## config.mk

```make
export PLATFORM = sky130hd
export DESIGN_NAME = midi_status_decoder
export DESIGN_NICKNAME = d
export VERILOG_FILES = /design/src/rtl/midi_status_decoder_pkg.sv /design/src/rtl/midi_status_decoder.sv
export SDC_FILE = /design/constraint.sdc
export NUM_CORES = 1
export LEC_CHECK = 0
export CAP_MARGIN = 20
export CELL_PAD_IN_SITES_DETAIL_PLACEMENT = 1
export CELL_PAD_IN_SITES_GLOBAL_PLACEMENT = 1
export CORE_ASPECT_RATIO = 1.4
export CORE_UTILIZATION = 34
export CTS_CLUSTER_DIAMETER = 150
export DETAILED_ROUTE_END_ITERATION = 8
export MAX_ROUTING_LAYER = met4
export PLACE_DENSITY_LB_ADDON = 0.1
export SLEW_MARGIN = 20
export SYNTH_ARGS = -nofsm -noshare
export SYNTH_HDL_FRONTEND = slang
export SYNTH_SLANG_ARGS = --single-unit
```

## constraint.sdc

```tcl
create_clock -name CLOCK_50 -period 2.75 [get_ports CLOCK_50]
set_clock_uncertainty 0.2 [all_clocks]
set_input_delay 0.275 -clock CLOCK_50 [delete_from_list [all_inputs] [get_ports CLOCK_50]]
set_output_delay 0.275 -clock CLOCK_50 [all_outputs]
set_load 0.005 [all_outputs]
```

## src/rtl/midi_status_decoder_pkg.sv

```systemverilog
// -----------------------------------------------------------------------------
// midi_status_decoder_pkg
// Shared definitions for the MIDI status decoder: the parser state encoding,
// the status-class nibble constants, the system byte constants and the
// class-flag bundle driven onto the is_st_* outputs.
// -----------------------------------------------------------------------------
package midi_status_decoder_pkg;

  typedef enum logic [1:0] {
    NO_STATUS = 2'd0,
    WAIT_D1   = 2'd1,
    WAIT_D2   = 2'd2,
    SYSEX     = 2'd3
  } state_e;

  // Channel-voice status classes (upper nibble of the status byte)
  localparam logic [3:0] CLS_NOTE_OFF = 4'h8;
  localparam logic [3:0] CLS_NOTE_ON  = 4'h9;
  localparam logic [3:0] CLS_POLY_AT  = 4'hA;
  localparam logic [3:0] CLS_CTRL     = 4'hB;
  localparam logic [3:0] CLS_PGM      = 4'hC;
  localparam logic [3:0] CLS_CHAN_AT  = 4'hD;
  localparam logic [3:0] CLS_PITCH    = 4'hE;

  // System bytes
  localparam logic [7:0] SYS_SOX    = 8'hF0;  // start of exclusive
  localparam logic [7:0] SYS_EOX    = 8'hF7;  // end of exclusive
  localparam logic [7:0] SYS_RT_MIN = 8'hF8;  // first realtime byte

  typedef struct packed {
    logic note_on;
    logic note_off;
    logic ctrl;
    logic pgm;
    logic sysex;
  } cls_flags_t;

  typedef struct packed {
    logic       three_byte;
    cls_flags_t flags;
  } cls_info_t;

endpackage

```

## src/rtl/midi_status_decoder.sv

```systemverilog
// -----------------------------------------------------------------------------
// midi_status_decoder
// Parses a raw MIDI byte stream (running status, realtime filtering, sysex)
// and presents each accepted data byte with a one-cycle byteready strobe.
//
// Ports
//   CLOCK_50       in   single clock, rising edge
//   reset_reg_N    in   synchronous active-low reset
//   rx_valid       in   one-cycle strobe, rx_byte valid
//   rx_byte[7:0]   in   raw MIDI byte
//   midi_ch[3:0]   in   receive channel (only used when OMNI = 0)
//   byteready      out  one-cycle strobe, accepted byte on databyte
//   databyte[7:0]  out  last accepted data byte
//   is_data_byte   out  databyte is data byte 1 (or a sysex data byte)
//   is_velocity    out  databyte is data byte 2
//   is_st_*        out  current running status class
// -----------------------------------------------------------------------------
module midi_status_decoder
  import midi_status_decoder_pkg::*;
#(
  parameter int unsigned OMNI = 1
) (
  input  logic       CLOCK_50,
  input  logic       reset_reg_N,
  input  logic       rx_valid,
  input  logic [7:0] rx_byte,
  input  logic [3:0] midi_ch,
  output logic       byteready,
  output logic [7:0] databyte,
  output logic       is_data_byte,
  output logic       is_velocity,
  output logic       is_st_note_on,
  output logic       is_st_note_off,
  output logic       is_st_ctrl,
  output logic       is_st_pgm,
  output logic       is_st_sysex
);

  // Message length and reported class for a channel-voice status nibble.
  // Classes without a dedicated flag still need the correct length so the
  // running-status byte counting stays in step.
  function automatic cls_info_t decode_class(input logic [3:0] hi);
    cls_info_t info;
    info = '0;
    case (hi)
      CLS_NOTE_OFF: begin info.three_byte = 1'b1; info.flags.note_off = 1'b1; end
      CLS_NOTE_ON:  begin info.three_byte = 1'b1; info.flags.note_on  = 1'b1; end
      CLS_POLY_AT:  info.three_byte = 1'b1;
      CLS_CTRL:     begin info.three_byte = 1'b1; info.flags.ctrl     = 1'b1; end
      CLS_PGM:      info.flags.pgm = 1'b1;
      CLS_CHAN_AT:  info.three_byte = 1'b0;
      CLS_PITCH:    info.three_byte = 1'b1;
      default:      info = '0;
    endcase
    return info;
  endfunction

  state_e     state_q, state_d;
  logic       three_q, three_d;
  logic [3:0] chan_q, chan_d;
  logic       byteready_q, byteready_d;
  logic [7:0] databyte_q, databyte_d;
  logic       is_data_q, is_data_d;
  logic       is_vel_q, is_vel_d;
  cls_flags_t flags_q, flags_d;

  cls_info_t  status_info;
  logic       status_match;
  logic       data_match;

  assign status_info  = decode_class(rx_byte[7:4]);
  // A status byte is judged on its own channel nibble; data bytes are judged
  // on the channel latched from their status byte.
  assign status_match = (OMNI != 0) || (rx_byte[3:0] == midi_ch);
  assign data_match   = (OMNI != 0) || (chan_q == midi_ch);

  always_comb begin
    state_d     = state_q;
    three_d     = three_q;
    chan_d      = chan_q;
    byteready_d = 1'b0;
    databyte_d  = databyte_q;
    is_data_d   = is_data_q;
    is_vel_d    = is_vel_q;
    flags_d     = flags_q;

    // Realtime bytes are invisible to the parser.
    if (rx_valid && (rx_byte < SYS_RT_MIN)) begin
      if (rx_byte[7]) begin
        if (rx_byte < SYS_SOX) begin
          // Length tracking follows every channel; outputs only follow ours.
          state_d = WAIT_D1;
          three_d = status_info.three_byte;
          chan_d  = rx_byte[3:0];
          if (status_match) begin
            flags_d   = status_info.flags;
            is_data_d = 1'b0;
            is_vel_d  = 1'b0;
          end
        end else if (rx_byte == SYS_SOX) begin
          state_d       = SYSEX;
          flags_d       = '0;
          flags_d.sysex = 1'b1;
          is_data_d     = 1'b0;
          is_vel_d      = 1'b0;
        end else begin
          // F1-F7: system common / EOX cancel running status.
          state_d = NO_STATUS;
          flags_d = '0;
        end
      end else begin
        case (state_q)
          WAIT_D1: begin
            if (data_match) begin
              byteready_d = 1'b1;
              databyte_d  = rx_byte;
              is_data_d   = 1'b1;
              is_vel_d    = 1'b0;
            end
            state_d = three_q ? WAIT_D2 : WAIT_D1;
          end
          WAIT_D2: begin
            if (data_match) begin
              byteready_d = 1'b1;
              databyte_d  = rx_byte;
              is_data_d   = 1'b0;
              is_vel_d    = 1'b1;
            end
            state_d = WAIT_D1;
          end
          SYSEX: begin
            byteready_d = 1'b1;
            databyte_d  = rx_byte;
            is_data_d   = 1'b1;
            is_vel_d    = 1'b0;
          end
          default: state_d = NO_STATUS;
        endcase
      end
    end
  end

  always_ff @(posedge CLOCK_50) begin
    if (!reset_reg_N) begin
      state_q     <= NO_STATUS;
      three_q     <= 1'b0;
      chan_q      <= 4'h0;
      byteready_q <= 1'b0;
      databyte_q  <= 8'h00;
      is_data_q   <= 1'b0;
      is_vel_q    <= 1'b0;
      flags_q     <= '0;
    end else begin
      state_q     <= state_d;
      three_q     <= three_d;
      chan_q      <= chan_d;
      byteready_q <= byteready_d;
      databyte_q  <= databyte_d;
      is_data_q   <= is_data_d;
      is_vel_q    <= is_vel_d;
      flags_q     <= flags_d;
    end
  end

  assign byteready      = byteready_q;
  assign databyte       = databyte_q;
  assign is_data_byte   = is_data_q;
  assign is_velocity    = is_vel_q;
  assign is_st_note_on  = flags_q.note_on;
  assign is_st_note_off = flags_q.note_off;
  assign is_st_ctrl     = flags_q.ctrl;
  assign is_st_pgm      = flags_q.pgm;
  assign is_st_sysex    = flags_q.sysex;

endmodule
```

==> results by group <==
Status
  – Status: finished clean

GRT
  – First-pass GRT wire length: 3520 um
  – GRT Overall Usage: 0.165
  – Antenna violations before repair: 0
  – GRT overflow: 0
  – Pin count of the biggest net entering global routing: 20
  – Vias in the first global route: 818

Yosys
  – Distinct cells, synth: 33
  – Post-synthesis async set-or-reset flop share: 0
  – Synth top area share: 0.402
  – Ys flop type: dfxtp_1
  – Syn avg cell area: 9.25 um^2
  – Synth Net Count: 116
  – Synth Area in Adders: 0.0558
  – Sequential fraction of the synthesis area: 0.402
  – Syn Inst Count: 97
  – Share of synthesized area spent on multiplexers: 0.0781
  – Fraction of synthesized cell area in xor and xnor cells: 0
  – YS warnings: 0
  – Synth Area in Compound Gates: 0.141
  – Cell taking the most area after synthesis: dfxtp_1
  – Post-synth EDFFs: 0
  – Synth Register Bits: 18
  – Simple-gate area share of the yosys netlist: 0.261
  – Largest family of logic cells by synthesized area: simple AND/OR/NAND/NOR gates
  – Synth area leaders: dfxtp_1, nor2b_1, mux2i_1, ha_1, a21oi_1
  – Mapped Area: 897 um^2

Power and ir drop
  – Peak VDD IR: 0.000240 V
  – Leak: 0.440 nW
  – Pwr per Cell Area: 440 nW/um^2

Flow run
  – Total of max-cap violations: 0

Clock tree
  – Cells resized by post-CTS repair: 0
  – TritonCTS clock tree: done
  – CTS H-Tree Depth: 1
  – Post-CTS setup buffer count: 0
  – Clock Path Buffers: 2
  – Number of hold buffers added after CTS: 0
  – Clock sink total: 18
  – CTS buffer count: 3
  – Clk Latency, worst-skew pair: 0.29 ns
  – CTS root buf: clkbuf_4
  – Clock slew at reported path FFs: 0.10 ns

Layout
  – Fill cell count: 289
  – Multi-input logic area: 484 um^2
  – Seq. cell area: 360 um^2
  – Share of cells above drive strength 1: 0.0826
  – Most common cell after layout, fill and taps aside: clkdlybuf4s50_1
  – Area added between synthesis and finish: 33.8%
  – Antenna cells: 0
  – Nets: 141
  – Largest register FFs: 7
  – Most frequent cells in the layout: clkdlybuf4s50_1, dfxtp_1, nor2b_1, mux2i_1
  – Post-route cell area: 1200 um^2

Drt
  – Max Used Layer: met4
  – WL met3: 59 um
  – First drt pass iteration count: 3
  – Post-route DRC: 0
  – Via Count: 781
  – Routed metal-1 wirelength: 917 um
  – Routed len/inst: 13.4 um
  – Drt via density: 5.04
  – WL met2: 1080 um
  – Routed WL: 2080 um
  – DR iter-0 viols: 8
  – DRT antenna net count: 0

Worst setup path
  – CP max FO: 8
  – Worst Setup End Kind: flop
  – Crit-path cells: clkdlybuf4s50_1, nand4_1, o21ai_1, nor2_1, o221a_1
  – R2r setup slk: 1.13 ns
  – Critical Path Max Stage Delay: 0.68 ns
  – CP required: 2.74 ns
  – Critical Path AT: 1.72 ns
  – CP bufs+invs: 1
  – Crit path kind: in2reg
  – Delay-heaviest family, CP: buffers and inverters
  – CP Launch Type: input port
  – Slowest stage cell, crit path: clkdlybuf4s50_1

Timing
  – Setup TNS: 0 ns
  – Fin. Hold Viols: 0
  – Final setup fails: 0
  – Rel. slew slack: 0.618
  – Slew @ Worst Pin: 0.571 ns
  – RSZ-0062 raised after global routing: false
  – Final Max Tran Viols: 0
  – Post-layout min period: 1.73 ns
  – Period Utilization, post-route: 0.628
  – Fmax: 0.579 GHz

Floorplan
  – Num rows: 21
  – Die H: 62.8 um
  – Top Ports: 31
  – Die Span X: 45.4 um
  – Die Area: 2850 um^2
  – Initial Util: 0.367
  – Core Region: 2440 um^2

Place
  – DP Wirelength: 1550 um
  – IO buf count: 25
  – DP Area: 1160 um^2
  – Routability Congestion: 0.801

Min path
  – Type of the worst min-delay path: reg2reg
-- layout make-up --
class / count / share of cell area
multi-input combinational: 67 / 0.404
tap: 34 / 0.0355
timing repair buffer: 25 / 0.209
clock buffer: 4 / 0.0302
sequential: 18 / 0.300
inverter: 7 / 0.0219
-- where the power goes --
part	internal (mW)	switching, mW	leakage, nW
Combinational	0.0444	0.0432	0.273
Clock	0.0806	0.0839	0.0210
Sequential	0.269	0.00673	0.146
-- worst paths after layout --
kind / to / start / cells past startpoint
worst max register to register: databyte[1]$_SDFFE_PN0P_ / state_q[0]$_SDFFE_PN0P_ / 5
worst min register to register: is_data_byte$_SDFFE_PN0P_ / is_data_byte$_SDFFE_PN0P_ / 2
worst min-delay path: is_data_byte$_SDFFE_PN0P_ / is_data_byte$_SDFFE_PN0P_ / 2
worst max-delay path: is_velocity$_SDFFE_PN0P_ / rx_byte[7] / 5
-- kinds of logic (layout without fill, tap and decap cells) --
logic type / after synthesis / in the layout
other cells: 1 / 1
fa+ha+maj: 4 / 4
buf+inv: 12 / 36
compound gates: 19 / 19
simple gates: 36 / 36
mux: 7 / 7
flops: 18 / 18
-- cells in the mapped netlist, drive strengths merged (2+ instances only) --
library cell  number
a21oi              6
buf                4
dfxtp             18
ha                 4
inv                7
mux2i              7
nand2              4
nand2b             2
nand4              2
nor2               5
nor2b             13
nor3               2
nor4               4
o211ai             2
o21ai              5
-- worst reg2reg max path: cells and delay by family (launching register included) --
family / cells / cell delay (ns)
simple gates: 2 / 0.29
flops: 1 / 0.45
buf+inv: 1 / 0.09
mux: 1 / 0.21
fa+ha+maj: 1 / 0.27
-- per-stage QoR --
| stage | power, mW | utilization | instances | worst slack, ns | hold WS [ns] |
|---|---|---|---|---|---|
| finish | 0.528 | 0.491 | 155 | 1.02 | 0.305 |
| global route | 0.559 | 0.491 | 155 | 0.944 | 0.329 |
| global placement | 0.368 | 0.476 | 151 | 0.714 | 0.288 |
| detailed placement | 0.371 | 0.476 | 151 | 0.708 | 0.297 |
| floorplan | 0.330 | - | 97 | 1.30 | 0.166 |
| CTS | 0.540 | 0.491 | 155 | 1.02 | 0.317 |
-- per-layer routing --
layer  track usage  up-vias
met4        0.0568        0
met5             -        -
met3        0.0173        2
met2         0.279       12
met1         0.195      379
li1              -      388
(Power assumes the default switching activity.)
